`config.mk`:
```
export PLATFORM = sky130hd
export DESIGN_NAME = i2c_config_sequencer
export DESIGN_NICKNAME = d
export VERILOG_FILES = /design/src/rtl/i2c_config_sequencer_pkg.sv /design/src/rtl/i2c_config_rom.sv /design/src/rtl/i2c_config_sequencer.sv
export SDC_FILE = /design/constraint.sdc
export NUM_CORES = 1
export LEC_CHECK = 0
export BUFFER_PORTS_ARGS = -buffer_cell sky130_fd_sc_hd__buf_2
export CAP_MARGIN = 0
export CORE_AREA = 5 5 76 96
export CTS_BUF_LIST = sky130_fd_sc_hd__clkbuf_4
export CTS_CLUSTER_SIZE = 30
export DETAILED_ROUTE_END_ITERATION = 6
export DIE_AREA = 0 0 81 101
export PLACE_DENSITY = 0.72
export RECOVER_POWER = 50
export SLEW_MARGIN = 0
export SYNTH_ARGS = -nofsm -noshare
export SYNTH_HDL_FRONTEND = slang
export SYNTH_HIERARCHICAL = 1
export SYNTH_SLANG_ARGS = --single-unit
```
`constraint.sdc`:
```
create_clock -name CLK -period 2.9 [get_ports CLK]
set_input_delay 0.29 -clock CLK [delete_from_list [all_inputs] [get_ports CLK]]
set_output_delay 0.29 -clock CLK [all_outputs]
set_load 0.005 [all_outputs]
```
`src/rtl/i2c_config_sequencer_pkg.sv`:
```
// Shared types for the I2C configuration sequencer: FSM states, table entry
// layout and the 27-bit regdata formatter used by I2C_write.
package i2c_config_sequencer_pkg;

    localparam int unsigned ENTRY_W   = 24;
    localparam int unsigned REGDATA_W = 27;

    // Released SDA slot following each byte so the slave can drive ACK
    localparam logic ACK_SLOT = 1'b1;

    typedef enum logic [2:0] {
        ST_IDLE,
        ST_LOAD,
        ST_GO,
        ST_WAIT,
        ST_CHECK,
        ST_GAP,
        ST_FINISH,
        ST_FAIL
    } state_e;

    typedef struct packed {
        logic [7:0] dev;
        logic [7:0] reg_addr;
        logic [7:0] dat;
    } entry_t;

    function automatic logic [REGDATA_W-1:0] format_word(input entry_t e);
        return {e.dev, ACK_SLOT, e.reg_addr, ACK_SLOT, e.dat, ACK_SLOT};
    endfunction

endpackage

```
`src/rtl/i2c_config_rom.sv`:
```
// Codec bring-up table: {device, register, data} per index; indices at or
// beyond NUM_REGS read as zero.
module i2c_config_rom
    import i2c_config_sequencer_pkg::*;
#(
    parameter int unsigned IDX_W    = 4,
    parameter int unsigned NUM_REGS = 10
) (
    input  logic [IDX_W-1:0]   idx_i,
    output logic [ENTRY_W-1:0] entry_o
);

    logic [ENTRY_W-1:0] table_c;

    always_comb begin
        table_c = '0;
        case (idx_i)
            IDX_W'(0): table_c = 24'h34_1E_00;
            IDX_W'(1): table_c = 24'h34_00_17;
            IDX_W'(2): table_c = 24'h34_02_17;
            IDX_W'(3): table_c = 24'h34_04_79;
            IDX_W'(4): table_c = 24'h34_06_79;
            IDX_W'(5): table_c = 24'h34_08_12;
            IDX_W'(6): table_c = 24'h34_0A_06;
            IDX_W'(7): table_c = 24'h34_0C_00;
            IDX_W'(8): table_c = 24'h34_0E_42;
            IDX_W'(9): table_c = 24'h34_12_01;
            default:   table_c = '0;
        endcase
        entry_o = (32'(idx_i) < NUM_REGS) ? table_c : '0;
    end

endmodule

```
`src/rtl/i2c_config_sequencer.sv`:
```
// Walks the configuration table and issues one I2C_write transfer per entry,
// retrying on NACK or timeout and spacing transfers with an idle gap.
module i2c_config_sequencer
    import i2c_config_sequencer_pkg::*;
#(
    parameter int unsigned NUM_REGS       = 10,
    parameter int unsigned IDX_W          = 4,
    parameter int unsigned MAX_RETRY      = 3,
    parameter int unsigned GAP_CYCLES     = 250,
    parameter int unsigned TIMEOUT_CYCLES = 4096
) (
    input  logic                 CLK,
    input  logic                 reset,
    input  logic                 start,
    output logic [REGDATA_W-1:0] i2c_regdata,
    output logic                 i2c_go,
    input  logic                 i2c_done,
    input  logic                 i2c_nack,
    output logic                 busy,
    output logic                 done,
    output logic                 error,
    output logic [IDX_W-1:0]     index
);

    localparam int unsigned RETRY_W = (MAX_RETRY > 0) ? $clog2(MAX_RETRY + 1) : 1;
    localparam int unsigned CNT_MAX = (TIMEOUT_CYCLES > GAP_CYCLES) ? TIMEOUT_CYCLES : GAP_CYCLES;
    localparam int unsigned CNT_W   = (CNT_MAX > 1) ? $clog2(CNT_MAX) : 1;

    state_e                 state_q,   state_d;
    logic [IDX_W-1:0]       index_q,   index_d;
    logic [RETRY_W-1:0]     retry_q,   retry_d;
    logic [CNT_W-1:0]       cnt_q,     cnt_d;
    logic                   nack_q,    nack_d;
    logic [REGDATA_W-1:0]   regdata_q, regdata_d;
    logic                   go_q,      go_d;
    logic                   busy_q,    busy_d;
    logic                   done_q,    done_d;
    logic                   error_q,   error_d;
    logic [ENTRY_W-1:0]     rom_entry;

    i2c_config_rom #(
        .IDX_W    (IDX_W),
        .NUM_REGS (NUM_REGS)
    ) u_rom (
        .idx_i   (index_q),
        .entry_o (rom_entry)
    );

    // One shared counter: timeout while in WAIT, idle spacing while in GAP
    always_comb begin
        state_d   = state_q;
        index_d   = index_q;
        retry_d   = retry_q;
        cnt_d     = cnt_q;
        nack_d    = nack_q;
        regdata_d = regdata_q;
        go_d      = 1'b0;
        busy_d    = busy_q;
        done_d    = done_q;
        error_d   = error_q;

        case (state_q)
            ST_IDLE: begin
                if (start) begin
                    done_d  = 1'b0;
                    error_d = 1'b0;
                    busy_d  = 1'b1;
                    index_d = '0;
                    retry_d = '0;
                    state_d = ST_LOAD;
                end
            end
            ST_LOAD: begin
                regdata_d = format_word(entry_t'(rom_entry));
                go_d      = 1'b1;
                state_d   = ST_GO;
            end
            ST_GO: begin
                cnt_d   = '0;
                state_d = ST_WAIT;
            end
            ST_WAIT: begin
                if (i2c_done) begin
                    nack_d  = i2c_nack;
                    state_d = ST_CHECK;
                end else if (cnt_q == CNT_W'(TIMEOUT_CYCLES - 1)) begin
                    nack_d  = 1'b1;
                    state_d = ST_CHECK;
                end else begin
                    cnt_d = cnt_q + CNT_W'(1);
                end
            end
            ST_CHECK: begin
                cnt_d = '0;
                if (!nack_q) begin
                    if (index_q == IDX_W'(NUM_REGS - 1)) begin
                        busy_d  = 1'b0;
                        done_d  = 1'b1;
                        state_d = ST_FINISH;
                    end else begin
                        index_d = index_q + IDX_W'(1);
                        retry_d = '0;
                        state_d = ST_GAP;
                    end
                end else if (retry_q < RETRY_W'(MAX_RETRY)) begin
                    retry_d = retry_q + RETRY_W'(1);
                    state_d = ST_GAP;
                end else begin
                    busy_d  = 1'b0;
                    error_d = 1'b1;
                    state_d = ST_FAIL;
                end
            end
            ST_GAP: begin
                if (cnt_q == CNT_W'(GAP_CYCLES - 1)) begin
                    state_d = ST_LOAD;
                end else begin
                    cnt_d = cnt_q + CNT_W'(1);
                end
            end
            ST_FINISH: state_d = ST_IDLE;
            ST_FAIL:   state_d = ST_IDLE;
            default:   state_d = ST_IDLE;
        endcase
    end

    always_ff @(posedge CLK) begin
        if (!reset) begin
            state_q   <= ST_IDLE;
            index_q   <= '0;
            retry_q   <= '0;
            cnt_q     <= '0;
            nack_q    <= 1'b0;
            regdata_q <= '0;
            go_q      <= 1'b0;
            busy_q    <= 1'b0;
            done_q    <= 1'b0;
            error_q   <= 1'b0;
        end else begin
            state_q   <= state_d;
            index_q   <= index_d;
            retry_q   <= retry_d;
            cnt_q     <= cnt_d;
            nack_q    <= nack_d;
            regdata_q <= regdata_d;
            go_q      <= go_d;
            busy_q    <= busy_d;
            done_q    <= done_d;
            error_q   <= error_d;
        end
    end

    assign i2c_regdata = regdata_q;
    assign i2c_go      = go_q;
    assign busy        = busy_q;
    assign done        = done_q;
    assign error       = error_q;
    assign index       = index_q;

endmodule
```
==> run summary <==
Summed over all cells, the static leakage comes to 1.09 nW. The run finished with clean final reports. The final hold violation count was 0; the global-route wire length before repair was 9.64 mm.

STA classifies the critical path startpoint as a flop. For this run, the number of Yosys warnings is 6. The total net switching power was 422 uW; the CTS buffer count was 5. Clock-pin slew was measured on the worst setup and hold paths at 0.15 ns.

Yosys attributes the largest share of cell area to sky130_fd_sc_hd__dfxtp_1 37%, sky130_fd_sc_hd__nand2_1 11%, sky130_fd_sc_hd__a21boi_0 7.1%. Setup repair after global routing left no endpoint under its margin. The first detailed-routing pass took 4 iterations. The source-to-sink clock delay at the later pin of the worst-skew pair came out at 0.35 ns. The global-route track usage on met3 came out at 0.0268. In this run, post-CTS hold repair placed 0 buffers. Cell internal power dissipation: 934 uW. The tools report the critical path endpoint category as a flop. Row generation in the floorplan step produced 33 rows. Traced cell by cell, the critical path runs through inv_1 -> o41a_1 -> o211ai_2 -> nor2_1 -> o221a_1. The worst setup path category is flop to flop. In the routed layout, each cell is associated on average with a via count of 5.15. The clock network fraction of total power was 0.227; the DRC violations left was 0.

The tools report the number of design-rule violations left by the first detailed-router iteration as 160. TritonCTS built the clock tree. Counting along the longest clock path gives a buffer depth of 2.

Switching portion of total power: 0.311. For the total grt overflow, the log shows 0. The worst hold-check path type was primary input to flop. The clock drives 51 sinks. The proportion of power drawn by flip-flops and latches was 0.578. Cell type of the slowest stage on the worst timing path: sky130_fd_sc_hd__dfxtp_1.

The post-DP HPWL came out at 4.05 mm. The tools report the maximum resistive drop on vdd as 244 uV. Yosys mapped the design onto 50 distinct sky130hd cell types. The repair_antennas step left the layout with diodes totalling 0.

The worst path needs 2.16 ns of the cycle, external delays included. The fmax was 0.463 GHz; the count of port buffers added during placement was 39. The logs give 40 for the number of primary I/O pins and 0.0138 ns for the post-route clock skew.

The run gives 0.253 as the global routing usage on met2. STA puts the critical path data arrival time at 2.41 ns. The logs give 0.433 for the starting density of the core and 2355 for the number of vias after detailed routing.

Summing every instance area after synthesis gives 2760 um^2. Async set-or-reset flop fraction in the synthesized netlist: 0. The layer flagged by global routing as most heavily used is met2. The most area-hungry cell type in the Yosys netlist is sky130_fd_sc_hd__dfxtp_1.

The post-placement cell count is 449. The tree is rooted in a sky130_fd_sc_hd__clkbuf_4. The overall die area was 8180 um^2; the global routing usage summed across all routing layers was 0.144.

The total area inside the core boundary comes to 6360 um^2. The filler cells instantiated in the layout total 676. The vertical extent of the die is 101 um, and the count of final max-slew check failures is 0.

The ratio of cells with drive above 1 in the final layout is 0.0946. The logs give 384 for the post-layout net count and 0.371 for the sequential area share after synthesis. The tools report the post-route non-filler standard cell count as 457. Post-synthesis instance total: 347. Summed over all layers, the routed wires come to 5.77 mm. The most instantiated flip-flop cell in the synthesis netlist is sky130_fd_sc_hd__dfxtp_1.

The number of antenna violations at the first check in global routing was 0; the data required time of the critical path was 3.15 ns. For this design the ratio of total power to cell area is 462 nW/um^2. The synthesized design contains 0 enable-type register cells. The average size of a mapped cell was 7.94 um^2. The floorplan step set the die width to 81 um. Max-cap check violation count: 0. For the final routed database, the setup TNS stands at 0 ns. The synthesis-to-layout area growth was 6.40%; the delay of the slowest cell on the worst path was 0.56 ns. The H-tree was split into 2 levels.

Setup violations remaining at the end of the flow were counted as 0. The post-CTS setup buffer count was 0; the routed length per placed instance was 12.6 um. The normalized max-slew margin was 0.269. The via count of the first global-routing pass came out at 2144. Routability-driven placement finished with a final weighted congestion of 0.771.

For the global-route track usage on met1, the log shows 0.176. The transition time at the pin with the least slew margin came out at 1.10 ns. Entering global routing, the biggest net connects 30 pins. Along the worst path, the maximum fanout reaches 13. The portion of the clock cycle consumed by the worst path in the final layout came out at 0.745.

The number of gates resized after CTS was 0. Top-area cell type share of the netlist area: 0.371. The tools report the logic gate share of total power as 0.195.

After synthesis the netlist holds a flip-flop and latch count of 51. For the remaining antenna violation count, the log shows 0.
-- placed cells by master, fill, tap and decap left out, drive strengths merged, types with 4 or more instances in the layout --
cell type	count
nand2	78
dfxtp	51
nor2	27
a21boi	27
clkbuf	24
buf	22
o21ai	14
a21oi	12
ha	10
conb	10
inv	9
nand3	9
o221a	7
nand4	5
nand2b	4
nor2b	4
xnor2	4
or3	4
nand4b	4
and3	4
-- routing by layer --
metal,up-vias,part of all wire
met4,0,0.012
met1,1098,0.46
met5,-,0
li1,1212,-
met2,40,0.49
met3,5,0.040
-- path summary, 6_finish.rpt --
path                            depth (start not counted)  slack (ns)             from              end
worst min-delay path                                    2        0.20         i2c_nack           nack_q
worst max-delay path                                    5        0.74       state_q[0]         cnt_q[5]
worst max register to register                          5        0.74       state_q[0]         cnt_q[5]
worst min register to register                          2        0.47  i2c_regdata[13]  i2c_regdata[13]
-- flip-flops by register name, summed over array words and instances (netlist names) --
signal and count:
nack_q 1, busy 1, i2c_regdata 25, cnt_q 12, done 1, retry_q 2
state_q 3, i2c_go 1, index 4, error 1
-- power groups by stage --
stage,Clock [mW],Sequential (mW),Combinational (mW)
after floorplan,0,0.787,0.217
after CTS,0.327,0.783,0.273
final,0.308,0.783,0.264
after global routing,0.352,0.792,0.301
after detailed placement,0,0.799,0.272
after global placement,0,0.796,0.265
-- worst max-delay path, delay by kind of cell (launching register included) --
kind	cells	cell delay [ns]
AO/OA/AOI/OAI	3	1.21
AND/OR/NAND/NOR	1	0.10
flip-flops	1	0.56
buffers and inverters	1	0.18
-- cell usage after synthesis (2+ instances only) --
master                     count
sky130_fd_sc_hd__nand2_1      78
sky130_fd_sc_hd__dfxtp_1      51
sky130_fd_sc_hd__nor2_1       27
sky130_fd_sc_hd__a21boi_0     26
sky130_fd_sc_hd__buf_4        17
sky130_fd_sc_hd__clkbuf_1     13
sky130_fd_sc_hd__a21oi_1      12
sky130_fd_sc_hd__o21ai_0      12
sky130_fd_sc_hd__ha_1         10
sky130_fd_sc_hd__inv_1         9
sky130_fd_sc_hd__nand3_1       9
sky130_fd_sc_hd__nand4_1       5
sky130_fd_sc_hd__o221a_1       5
sky130_fd_sc_hd__and3_1        4
sky130_fd_sc_hd__buf_2         4
sky130_fd_sc_hd__nand2b_1      4
sky130_fd_sc_hd__nand4b_1      4
sky130_fd_sc_hd__nor2b_1       4
sky130_fd_sc_hd__or3_1         4
sky130_fd_sc_hd__xnor2_1       4
sky130_fd_sc_hd__a211oi_1      3
sky130_fd_sc_hd__mux2i_1       3
sky130_fd_sc_hd__nand3b_1      3
sky130_fd_sc_hd__o21a_1        3
sky130_fd_sc_hd__o22ai_1       3
sky130_fd_sc_hd__and4_1        2
sky130_fd_sc_hd__nor3_1        2
sky130_fd_sc_hd__o211ai_1      2
sky130_fd_sc_hd__o221a_2       2
sky130_fd_sc_hd__o41a_1        2
-- per-stage QoR --
stage	utilization	hold slack (ns)	total power, mW	area (um^2)	worst slack (ns)
after floorplan	-	0.440	1.00	2790	1.15
after global placement	0.457	0.447	1.06	2910	0.876
after detailed placement	0.457	0.454	1.07	2910	0.802
after CTS	0.465	0.180	1.38	2960	0.769
after global routing	0.461	0.182	1.45	2930	0.441
final	0.461	0.201	1.36	2930	0.739
-- kinds of logic after synthesis --
kind of cell    after synthesis  share of synthesized area
simple gates                152                      0.255
compound gates               82                      0.216
flops                        51                      0.371
buf+inv                      44                     0.0876
fa+ha+maj                    10                     0.0454
xor+xnor                      4                     0.0127
mux                           3                     0.0109
other cells                   1                    0.00136
-- layout make-up --
class / count / area (um^2) / area share
inverters: 9 / 33.8 / 0.0115
clock buffers: 5 / 37.5 / 0.0128
clock inverters: 3 / 15.0 / 0.00512
well taps: 87 / 109 / 0.0371
repair buffers: 41 / 184 / 0.0627
multi-input cells: 261 / 1530 / 0.522
flip-flops and latches: 51 / 1020 / 0.348
(Power assumes the default switching activity.)
